## src/rtl/fetch_unit_if.sv

```systemverilog
// Byte-serial instruction memory port between the fetch stage and imem.
interface fetch_unit_if;
    logic        req;
    logic [63:0] addr;
    logic        ack;
    logic [7:0]  rdata;
    logic        err;

    modport master (output req, output addr, input ack, input rdata, input err);
    modport slave  (input req, input addr, output ack, output rdata, output err);
endinterface

```

## src/rtl/fetch_unit.sv

```systemverilog
// Y86-64 fetch stage: picks the PC, reads the instruction one byte at a time
// over the imem handshake, splits it into fields and predicts the next PC.
//
// state  | meaning
// START  | latch selected PC, clear byte counter
// BYTE   | request bytes at PC+cnt until the instruction is complete
// HOLD   | f_* valid and stable until decode takes them
// HALTED | non-AOK instruction delivered; only a redirect restarts fetch
module fetch_unit #(
    parameter int ACK_TIMEOUT = 16
) (
    input  logic                clk,
    input  logic                rst,
    input  logic                F_stall_i,
    input  logic [3:0]          M_icode_i,
    input  logic                M_cnd_i,
    input  logic [63:0]         M_valA_i,
    input  logic [3:0]          W_icode_i,
    input  logic [63:0]         W_valM_i,
    fetch_unit_if.master        imem,
    output logic [3:0]          f_icode_o,
    output logic [3:0]          f_ifun_o,
    output logic [3:0]          f_rA_o,
    output logic [3:0]          f_rB_o,
    output logic [63:0]         f_valC_o,
    output logic [63:0]         f_valP_o,
    output logic [63:0]         f_predPC_o,
    output logic [2:0]          f_stat_o,
    output logic                f_valid_o
);
    typedef enum logic [1:0] {ST_START, ST_BYTE, ST_HOLD, ST_HALTED} state_t;

    localparam logic [2:0] STAT_AOK = 3'd1;
    localparam logic [2:0] STAT_HLT = 3'd2;
    localparam logic [2:0] STAT_ADR = 3'd3;
    localparam logic [2:0] STAT_INS = 3'd4;

    localparam int WAIT_W = (ACK_TIMEOUT > 1) ? $clog2(ACK_TIMEOUT) : 1;
    localparam logic [WAIT_W-1:0] WAIT_LOAD = WAIT_W'(ACK_TIMEOUT - 1);

    state_t            state_q, state_d;
    logic [63:0]       pc_q, pc_d, pred_pc_q, pred_pc_d;
    logic [3:0]        cnt_q, cnt_d, len_q, len_d;
    logic [WAIT_W-1:0] wait_q, wait_d;
    logic [3:0]        f_icode_q, f_icode_d, f_ifun_q, f_ifun_d;
    logic [3:0]        f_ra_q, f_ra_d, f_rb_q, f_rb_d;
    logic [63:0]       f_valc_q, f_valc_d, f_valp_q, f_valp_d, f_predpc_q, f_predpc_d;
    logic [2:0]        f_stat_q, f_stat_d;
    logic              f_valid_q, f_valid_d;

    logic              redir_valid;
    logic [63:0]       redir_pc, sel_pc;
    logic [3:0]        icode_cur, len_cur, valc_base;
    logic [2:0]        valc_idx;
    logic [63:0]       valc_cur, valp_cur, pred_cur;
    logic [2:0]        stat_cur;
    logic              last_byte;

    function automatic logic [3:0] len_of(input logic [3:0] icode);
        case (icode)
            4'h2, 4'h6, 4'hA, 4'hB: len_of = 4'd2;
            4'h7, 4'h8:             len_of = 4'd9;
            4'h3, 4'h4, 4'h5:       len_of = 4'd10;
            default:                len_of = 4'd1;
        endcase
    endfunction

    // State and datapath registers with synchronous reset
    always_ff @(posedge clk) begin
        if (rst) begin
            state_q    <= ST_START;
            pc_q       <= '0;
            pred_pc_q  <= '0;
            cnt_q      <= '0;
            len_q      <= 4'd1;
            wait_q     <= WAIT_LOAD;
            f_icode_q  <= 4'h1;
            f_ifun_q   <= 4'h0;
            f_ra_q     <= 4'hF;
            f_rb_q     <= 4'hF;
            f_valc_q   <= '0;
            f_valp_q   <= '0;
            f_predpc_q <= '0;
            f_stat_q   <= STAT_AOK;
            f_valid_q  <= 1'b0;
        end else begin
            state_q    <= state_d;
            pc_q       <= pc_d;
            pred_pc_q  <= pred_pc_d;
            cnt_q      <= cnt_d;
            len_q      <= len_d;
            wait_q     <= wait_d;
            f_icode_q  <= f_icode_d;
            f_ifun_q   <= f_ifun_d;
            f_ra_q     <= f_ra_d;
            f_rb_q     <= f_rb_d;
            f_valc_q   <= f_valc_d;
            f_valp_q   <= f_valp_d;
            f_predpc_q <= f_predpc_d;
            f_stat_q   <= f_stat_d;
            f_valid_q  <= f_valid_d;
        end
    end

    // Redirect from a mispredicted jXX wins over a ret target
    always_comb begin
        redir_valid = 1'b0;
        redir_pc    = '0;
        if (M_icode_i == 4'h7 && !M_cnd_i) begin
            redir_valid = 1'b1;
            redir_pc    = M_valA_i;
        end else if (W_icode_i == 4'h9) begin
            redir_valid = 1'b1;
            redir_pc    = W_valM_i;
        end
        sel_pc = redir_valid ? redir_pc : pred_pc_q;
    end

    // Fold the byte on the bus into the instruction being assembled
    always_comb begin
        icode_cur = (cnt_q == 4'd0) ? imem.rdata[7:4] : f_icode_q;
        len_cur   = (cnt_q == 4'd0) ? len_of(imem.rdata[7:4]) : len_q;
        valc_base = (len_cur == 4'd10) ? 4'd2 : 4'd1;
        valc_idx  = 3'(cnt_q - valc_base);
        valc_cur  = (cnt_q == 4'd0) ? 64'd0 : f_valc_q;
        if (len_cur >= 4'd9 && cnt_q >= valc_base)
            valc_cur[{valc_idx, 3'b000} +: 8] = imem.rdata;
        valp_cur  = pc_q + 64'(len_cur);
        last_byte = (cnt_q + 4'd1) == len_cur;
        pred_cur  = (icode_cur == 4'h7 || icode_cur == 4'h8) ? valc_cur : valp_cur;
        if (icode_cur == 4'h0)
            stat_cur = STAT_HLT;
        else if (icode_cur > 4'hB)
            stat_cur = STAT_INS;
        else
            stat_cur = STAT_AOK;
    end

    // Next-state and datapath update
    always_comb begin
        state_d    = state_q;
        pc_d       = pc_q;
        pred_pc_d  = pred_pc_q;
        cnt_d      = cnt_q;
        len_d      = len_q;
        wait_d     = wait_q;
        f_icode_d  = f_icode_q;
        f_ifun_d   = f_ifun_q;
        f_ra_d     = f_ra_q;
        f_rb_d     = f_rb_q;
        f_valc_d   = f_valc_q;
        f_valp_d   = f_valp_q;
        f_predpc_d = f_predpc_q;
        f_stat_d   = f_stat_q;
        f_valid_d  = f_valid_q;
        case (state_q)
            ST_START: begin
                pc_d      = sel_pc;
                cnt_d     = '0;
                wait_d    = WAIT_LOAD;
                f_valid_d = 1'b0;
                state_d   = ST_BYTE;
            end
            ST_BYTE: begin
                if (redir_valid) begin
                    // aborted fetch restarts from the redirect target
                    pred_pc_d = redir_pc;
                    f_valid_d = 1'b0;
                    state_d   = ST_START;
                end else if ((imem.ack && imem.err) || (!imem.ack && wait_q == '0)) begin
                    f_icode_d = 4'h1;
                    f_ifun_d  = 4'h0;
                    f_stat_d  = STAT_ADR;
                    f_valid_d = 1'b1;
                    state_d   = ST_HOLD;
                end else if (imem.ack) begin
                    if (cnt_q == 4'd0) begin
                        f_icode_d = imem.rdata[7:4];
                        f_ifun_d  = imem.rdata[3:0];
                        f_ra_d    = 4'hF;
                        f_rb_d    = 4'hF;
                        len_d     = len_cur;
                    end
                    if (cnt_q == 4'd1 && (len_cur == 4'd2 || len_cur == 4'd10)) begin
                        f_ra_d = imem.rdata[7:4];
                        f_rb_d = imem.rdata[3:0];
                    end
                    f_valc_d = valc_cur;
                    cnt_d    = cnt_q + 4'd1;
                    wait_d   = WAIT_LOAD;
                    if (last_byte) begin
                        f_valp_d   = valp_cur;
                        pred_pc_d  = pred_cur;
                        f_predpc_d = pred_cur;
                        f_stat_d   = stat_cur;
                        f_valid_d  = 1'b1;
                        state_d    = ST_HOLD;
                    end
                end else begin
                    wait_d = wait_q - WAIT_W'(1);
                end
            end
            ST_HOLD: begin
                if (redir_valid) begin
                    pred_pc_d = redir_pc;
                    f_valid_d = 1'b0;
                    state_d   = ST_START;
                end else if (!F_stall_i) begin
                    f_valid_d = 1'b0;
                    state_d   = (f_stat_q == STAT_AOK) ? ST_START : ST_HALTED;
                end
            end
            ST_HALTED: begin
                f_valid_d = 1'b0;
                if (redir_valid) begin
                    pred_pc_d = redir_pc;
                    state_d   = ST_START;
                end
            end
            default: state_d = ST_START;
        endcase
    end

    // Bus and fetched-field outputs
    always_comb begin
        imem.req   = (state_q == ST_BYTE);
        imem.addr  = pc_q + 64'(cnt_q);
        f_icode_o  = f_icode_q;
        f_ifun_o   = f_ifun_q;
        f_rA_o     = f_ra_q;
        f_rB_o     = f_rb_q;
        f_valC_o   = f_valc_q;
        f_valP_o   = f_valp_q;
        f_predPC_o = f_predpc_q;
        f_stat_o   = f_stat_q;
        f_valid_o  = f_valid_q;
    end
endmodule

```

## src/flat_wrapper.sv

```systemverilog
// flat-port wrapper written by rule: the top's interface ports become plain ports
module fetch_unit_flat 
#(
    parameter int ACK_TIMEOUT = 16
)
  (clk, rst, F_stall_i, M_icode_i, M_cnd_i, M_valA_i, W_icode_i, W_valM_i, f_icode_o, f_ifun_o, f_rA_o, f_rB_o, f_valC_o, f_valP_o, f_predPC_o, f_stat_o, f_valid_o, imem_req, imem_addr, imem_ack, imem_rdata, imem_err);
  fetch_unit_if imem_i ();
  input  logic clk;
  input  logic rst;
  input  logic F_stall_i;
  input  logic [3:0] M_icode_i;
  input  logic M_cnd_i;
  input  logic [63:0] M_valA_i;
  input  logic [3:0] W_icode_i;
  input  logic [63:0] W_valM_i;
  output logic [3:0] f_icode_o;
  output logic [3:0] f_ifun_o;
  output logic [3:0] f_rA_o;
  output logic [3:0] f_rB_o;
  output logic [63:0] f_valC_o;
  output logic [63:0] f_valP_o;
  output logic [63:0] f_predPC_o;
  output logic [2:0] f_stat_o;
  output logic f_valid_o;
  output wire logic [$bits(imem_i.req)-1:0] imem_req;
  output wire logic [$bits(imem_i.addr)-1:0] imem_addr;
  input wire logic [$bits(imem_i.ack)-1:0] imem_ack;
  input wire logic [$bits(imem_i.rdata)-1:0] imem_rdata;
  input wire logic [$bits(imem_i.err)-1:0] imem_err;
  assign imem_req = imem_i.req;
  assign imem_addr = imem_i.addr;
  assign imem_i.ack = imem_ack;
  assign imem_i.rdata = imem_rdata;
  assign imem_i.err = imem_err;
  fetch_unit #(.ACK_TIMEOUT(ACK_TIMEOUT)) u_core (.clk(clk), .rst(rst), .F_stall_i(F_stall_i), .M_icode_i(M_icode_i), .M_cnd_i(M_cnd_i), .M_valA_i(M_valA_i), .W_icode_i(W_icode_i), .W_valM_i(W_valM_i), .imem(imem_i), .f_icode_o(f_icode_o), .f_ifun_o(f_ifun_o), .f_rA_o(f_rA_o), .f_rB_o(f_rB_o), .f_valC_o(f_valC_o), .f_valP_o(f_valP_o), .f_predPC_o(f_predPC_o), .f_stat_o(f_stat_o), .f_valid_o(f_valid_o));
endmodule
```

## config.mk

```make
export PLATFORM = sky130hd
export DESIGN_NAME = fetch_unit_flat
export DESIGN_NICKNAME = d
export VERILOG_FILES = /design/src/rtl/fetch_unit_if.sv /design/src/rtl/fetch_unit.sv /design/src/flat_wrapper.sv
export SDC_FILE = /design/constraint.sdc
export NUM_CORES = 1
export LEC_CHECK = 0
export CORE_MARGIN = 4
export CORE_UTILIZATION = 45
export DETAILED_ROUTE_END_ITERATION = 6
export MAX_ROUTING_LAYER = met4
export PLACE_DENSITY_LB_ADDON = 0.15
export SYNTH_ARGS = -nofsm -noshare
export SYNTH_HDL_FRONTEND = slang
export SYNTH_SLANG_ARGS = --single-unit
```

## constraint.sdc

```tcl
create_clock -name clk -period 16.75 [get_ports clk]
set_input_delay 5.025 -clock clk [delete_from_list [all_inputs] [get_ports clk]]
set_output_delay 5.025 -clock clk [all_outputs]
set_load 0.01 [all_outputs]
```

==> impl_metrics.ini, run 1 <==
[finish]
final-seq-area_mm2 = 0.00709
area_delta_synth_final_pct = 30.2
multiInputGateArea_mm2 = 0.0114
nets = 3086
stdcell_count = 3527
num-fill-cells = 3873
final_area_mm2 = 0.0252
drive_gt1_share_pct = 4.65

[clock_network]
numCtsBuffers = 41
cts-root-buf = clkbuf_16
postCtsResizedCells = 0
post_cts_buffers = 0
clock_sinks = 354
clk_latency_ns = 0.59
cts_buffer_depth = 3
cts_tree = done
htreeDepth = 2
clk_pin_slew_ns = 0.06
hold_buffers = 0

[logic_synthesis]
synth-edff-count = 0
synth_top_area_share_pct = 36.5
synth_warnings = 0
synthTopCellsByArea = dfxtp_1 37%, nand2_1 7.5%, nor2_1 7.2%, a21oi_1 6.1%, clkbuf_1 4.0%
ys.flop_type = dfxtp_1
yosys-top-cells-count = 386 x nand2_1, 371 x nor2_1, 354 x dfxtp_1, 237 x a21oi_1, 205 x clkbuf_1
yosysTopAreaCell = dfxtp_1
synth.avg_cell_area_um2 = 7.32
syn_inst = 2651
synth_seq_cells = 354
syn_nets = 2821
netlist_area_mm2 = 0.0194
yosysUniqueCellTypes = 77
yosysMostFrequentCell = nand2_1
async_reset_ff_share_pct = 0
ys_seq_area_share_pct = 36.5

[min_path]
min_path_cells = 2
hp-start = u_core.f_predPC_o[12]
min_to = u_core.f_predPC_o[12]
hp-class = reg -> reg

[setup_path]
timing.rr.start = u_core.cnt_q[1]
crit_required_ns = 17.19
cp-start-kind = input port
r2r_slack_ns = 10.52
worstPathArrival_ns = 11.23
cp_max_fo = 15
crit_type = in -> reg
r2r-end = u_core.f_valC_o[54]
crit_path_end_kind = register
worstRegToRegCells = 18

[timing]
min_period_ns = 10.79
clock_skew_ns = 0.0202
relSlewSlack_pct = 13.0
fin_tns_setup_ns = 0
layout_setup_ws_ns = 5.96
drv_slew = 0
setup_viol = 0
fmax_mhz = 92.6
fin_crit_sh_pct = 64.4
hold_violations = 0
rsz0062_at_grt = false
tightest_slew_ns = 1.29

[routing]
vias = 22500
totalWireLength_um = 96500
first_pass_iters = 6
ant_nets = 0
avgRoutedWirePerCell_um = 27.4
drt-initial-drc-count = 3187
post-route-drc-count = 0
drt-vias-per-instance = 6.39

[placed_design]
gp_congestion = 1.01
dp.cells = 3449
dp_hpwl_um = 70100
portBuffers = 426
post-place-ws_ns = 5.53
placed_area_mm2 = 0.0238

[floorplanning]
num_rows = 75
die_area_mm2 = 0.0465
coreArea_mm2 = 0.0423
die_width_um = 216
die_h_um = 216
start_util_pct = 45.8
num_io_pins = 427

[global_route]
antenna_found_initial = 2
grt_pass1_wl_um = 140000
overflow = 0
grt_usage_pct = 40.5
grt_pass1_vias = 21300
grt_max_degree = 181

[power_and_ir_drop]
powerDensity_mw_per_mm2 = 97.7
total_power_w = 0.00247
ir_drop_mv = 0.0660
power_leakage_nw = 8.71

[status]
status = finished, final reports clean

[run]
drv_cap = 0
==> report_power, final <==
part | internal, W | switching (W) | leakage, nW | total [W]
combinational | 0.000192 | 0.000349 | 5.13 | 0.000541
clock | 0.000577 | 0.000389 | 0.709 | 0.000966
sequential | 0.000891 | 0.0000683 | 2.87 | 0.000960
==> cells in the final DEF, fill, tap and decap left out, drive strengths merged, types with 8 or more instances in the layout <==
| master | count |
|---|---|
| and2 | 12 |
| and4 | 9 |
| inv | 28 |
| nor4 | 21 |
| nand2 | 386 |
| and3 | 17 |
| xor2 | 59 |
| a221oi | 14 |
| a31oi | 87 |
| a22oi | 74 |
| nor2 | 372 |
| o211ai | 44 |
| or3 | 17 |
| nor2b | 11 |
| nor3 | 80 |
| nand2b | 9 |
| a22o | 8 |
| nand4 | 44 |
| clkbuf | 64 |
| a211oi | 40 |
| ha | 17 |
| a311oi | 47 |
| dfxtp | 354 |
| a21oi | 239 |
| xnor2 | 67 |
| buf | 35 |
| nand3 | 124 |
| clkdlybuf4s50 | 425 |
| o21ai | 130 |
==> per-layer routing <==
metal | track usage, % | routed length, um | vias to the layer above
met1 | 50.6 | 36500 | 10700
met5 | - | 0 | -
met4 | 23.7 | 6780 | 0
met2 | 62.0 | 43500 | 1572
li1 | - | - | 9990
met3 | 6.77 | 9710 | 317
==> per-stage QoR <==
stage	util, %	hold slack, ns
floorplan	-	0.432
CTS	59.6	0.456
global route	59.6	0.470
global placement	56.2	0.441
detailed placement	56.2	0.446
finish	59.7	0.452
==> sequential cells by signal, summed over array words and instances, names as in the netlist <==
name	flops
u_core.f_rA_o	4
u_core.f_ifun_o	4
u_core.wait_q	4
u_core.f_icode_o	4
u_core.cnt_q	4
u_core.pred_pc_q	64
u_core.f_stat_o	3
u_core.f_valC_o	64
u_core.f_predPC_o	64
u_core.pc_q	64
u_core.f_rB_o	4
u_core.f_valid_o	1
u_core.len_q	4
u_core.state_q	2
u_core.f_valP_o	64
==> logic make-up after synthesis <==
family | share of synthesized area [%]
flops | 36.5
compound gates | 24.4
buf+inv | 5.33
simple gates | 26.3
xor+xnor | 5.73
fa+ha+maj | 1.41
mux | 0.374
==> worst max-delay path, stage by stage <==
cell             delay, ns
clkdlybuf4s50_1       1.05
inv_1                 0.35
a31oi_1               0.43
nor2_1                0.13
o21a_1                0.23
nand2_1               0.14
ha_1                  0.17
inv_1                 0.05
fa_1                  0.50
inv_1                 0.09
ha_1                  0.21
ha_1                  0.35
a2111oi_1             0.81
nor4b_2               0.95
o21ai_1               0.37
a22oi_1               0.28
nor2_1                0.08
==> how the worst max path moves through the flow <==
stage | start | endpoint | slack (ns) | depth (start not counted)
2_1_floorplan | imem_rdata[4] | u_core.pred_pc_q[43] | 7.58 | 19
3_3_place_gp | imem_rdata[7] | u_core.f_valC_o[54] | 5.80 | 17
3_5_place_dp | imem_rdata[7] | u_core.f_valC_o[54] | 5.53 | 16
4_1_cts | imem_rdata[7] | u_core.f_valC_o[54] | 6.09 | 17
5_1_grt | imem_rdata[7] | u_core.f_valC_o[54] | 5.58 | 16
6_report | imem_rdata[7] | u_core.f_valC_o[54] | 5.96 | 17
==> area by class of cell <==
type / instances / share of cell area (%)
Antenna cell: 2 / 0.0198
Clock buffer: 62 / 4.93
Sequential cell: 354 / 28.1
Timing Repair Buffer: 462 / 18.0
Tap cell: 577 / 2.86
Inverter: 25 / 0.372
Clock inverter: 13 / 0.753
Multi-Input combinational cell: 2032 / 45.0
No activity file was read; power rests on OpenSTA's default activity.
==> run 2, diff against run 1 <==
Clock period 16.75 ns to 9.6 ns, I/O delays scaled along.
==> run 2 against run 1 <==
  * The flow now finishes with violations (DRC)
  * Die area unchanged
  * Utilization increased by 0.24 points
  * Critical path depth unchanged
  * Final cell count increased by 0.43%
  * Non-clock buffer count increased by 18
  * Worst hold slack got worse by 0.0030 ns
  * Via count increased by 1.0%
  * Critical path type unchanged
  * Critical endpoint is now u_core.f_valC_o[49]
  * Largest power group is now sequential cells
==> impl_metrics.ini, run 2 (synthesis gave the netlist of run 1 again) <==
[status]
status = complete, but fails checks
violations = DRC

[timing]
hold_violations = 0
tightest_slew_ns = 1.29
relSlewSlack_pct = 13.4
fin_crit_sh_pct = 84.1
clock_skew_ns = 0.0151
setup_viol = 0
min_period_ns = 8.07
fin_tns_setup_ns = 0
rsz0062_at_grt = false
drv_slew = 0
fmax_mhz = 124

[setup_path]
cp-start-kind = input port
r2r-end = u_core.f_valC_o[49]
timing.rr.start = u_core.cnt_q[1]
worstRegToRegCells = 18
crit_path_start = imem_rdata[7]
crit_type = in -> reg
cp-endpoint = u_core.f_valC_o[49]
r2r_slack_ns = 3.83
cp_max_fo = 9
crit_path_end_kind = register
crit_required_ns = 10.02
worstPathArrival_ns = 8.49

[power_and_ir_drop]
ir_drop_mv = 0.125
pwr-share-comb_pct = 22.2
power_frac_clock_pct = 39.0
power_leakage_nw = 8.78
power.switching_w = 0.00142
p_sw_share_pct = 32.9
pwr-share-seq_pct = 38.8
total_power_w = 0.00432
powerDensity_mw_per_mm2 = 170
intPower_w = 0.00290

[routing]
post-route-drc-count = 3
drt-vias-per-instance = 6.43
ant_nets = 0
vias = 22800
drt-initial-drc-count = 3109
totalWireLength_um = 96700
first_pass_iters = 7
avgRoutedWirePerCell_um = 27.3

[global_route]
gr-usage-met1_pct = 49.9
grt_pass1_vias = 21500
gr-usage-met2_pct = 61.9
use_met3_pct = 8.45
grt_max_degree = 131
overflow = 0
antenna_found_initial = 1
grt_usage_pct = 40.6
grt.busiest_layer = met2
grt_pass1_wl_um = 141000

[finish]
final_common_cell = clkdlybuf4s50_1
area_delta_synth_final_pct = 30.7
drive_gt1_share_pct = 5.06
nets = 3105
final_cell_mix = 425 x clkdlybuf4s50_1, 385 x nand2_1, 369 x nor2_1

[placed_design]
portBuffers = 426
dp_hpwl_um = 70800
gp_congestion = 1.00

[min_path]
hp-start = u_core.f_ifun_o[2]
hp-class = reg -> reg

[clock_network]
cts_buffer_depth = 3
htreeDepth = 2
post_cts_buffers = 0
clk_latency_ns = 0.58
postCtsResizedCells = 0
cts-root-buf = clkbuf_16
clk_pin_slew_ns = 0.06
cts_tree = done
hold_buffers = 0
numCtsBuffers = 42
clock_sinks = 354

[floorplanning]
coreArea_mm2 = 0.0423
start_util_pct = 45.8
num_io_pins = 427
die_width_um = 216
num_rows = 75
die_area_mm2 = 0.0465
die_h_um = 216

[run]
drv_cap = 0
[run 2: cell count changes in the layout (fill, tap and decap cells not counted), moves of 2 or more]
cell       change
clkbuf_8       -8
buf_4         +19
clkbuf_16      +2
clkbuf_1       +2
[run 2: metrics by stage]
stage	cells	utilization [%]	hold slack, ns	setup slack, ns	instance area (um2)
2_1_floorplan	2651	-	0.432	2.58	19400
3_3_place_gp	3468	56.6	0.442	1.20	23900
3_5_place_dp	3468	56.6	0.444	1.02	23900
4_1_cts	3541	59.9	0.452	1.63	25300
5_1_grt	3542	59.9	0.465	1.14	25300
6_report	3542	59.9	0.449	1.53	25300
[run 2: per-layer routing]
layer  part of all wire, %  vias to the layer above  wire length [um]
met1                    38                    10800             36900
li1                      -                    10000                 -
met2                    44                     1550             42900
met4                   7.0                        0              6740
met3                    10                      366             10100
met5                     0                        -                 0
[run 2: final cells by class]
type | count | area (um2)
clock buffer | 58 | 1190
timing repair buffer | 480 | 4690
multi-input combinational | 2032 | 11300
fill | 3938 | 17000
tap | 577 | 722
sequential | 354 | 7090
clock inverter | 15 | 218
inverter | 25 | 93.8
antenna | 1 | 2.50
[run 2: how the worst min path moves through the flow]
stage                             to  slack (ns)  cells after the start
2_1_floorplan    u_core.pred_pc_q[5]        0.43                      1
3_3_place_gp   u_core.f_predPC_o[12]        0.44                      2
3_5_place_dp      u_core.f_ifun_o[2]        0.44                      2
4_1_cts           u_core.f_ifun_o[2]        0.45                      2
5_1_grt           u_core.f_valP_o[1]        0.47                      2
6_report          u_core.f_ifun_o[2]        0.45                      2
[run 2: power by group through the flow]
stage / combinational (W) / clock, W / sequential [W]
after global placement: 0.000917 / 0 / 0.00170
after global routing: 0.00101 / 0.00175 / 0.00168
after floorplan: 0.000546 / 0 / 0.00164
final: 0.000956 / 0.00168 / 0.00168
after CTS: 0.000931 / 0.00169 / 0.00167
after detailed placement: 0.000927 / 0 / 0.00170
[run 2: worst max-delay path: stages]
cell	delay, ns
clkdlybuf4s50_1	0.73
buf_4	0.28
or4b_1	0.52
o211a_2	0.25
nor2_4	0.16
nand2_1	0.13
ha_1	0.20
inv_1	0.06
fa_1	0.43
inv_1	0.13
ha_1	0.20
ha_1	0.28
a2111oi_1	0.67
nor4b_2	0.84
o21ai_1	0.35
a22oi_1	0.28
nor2_1	0.08
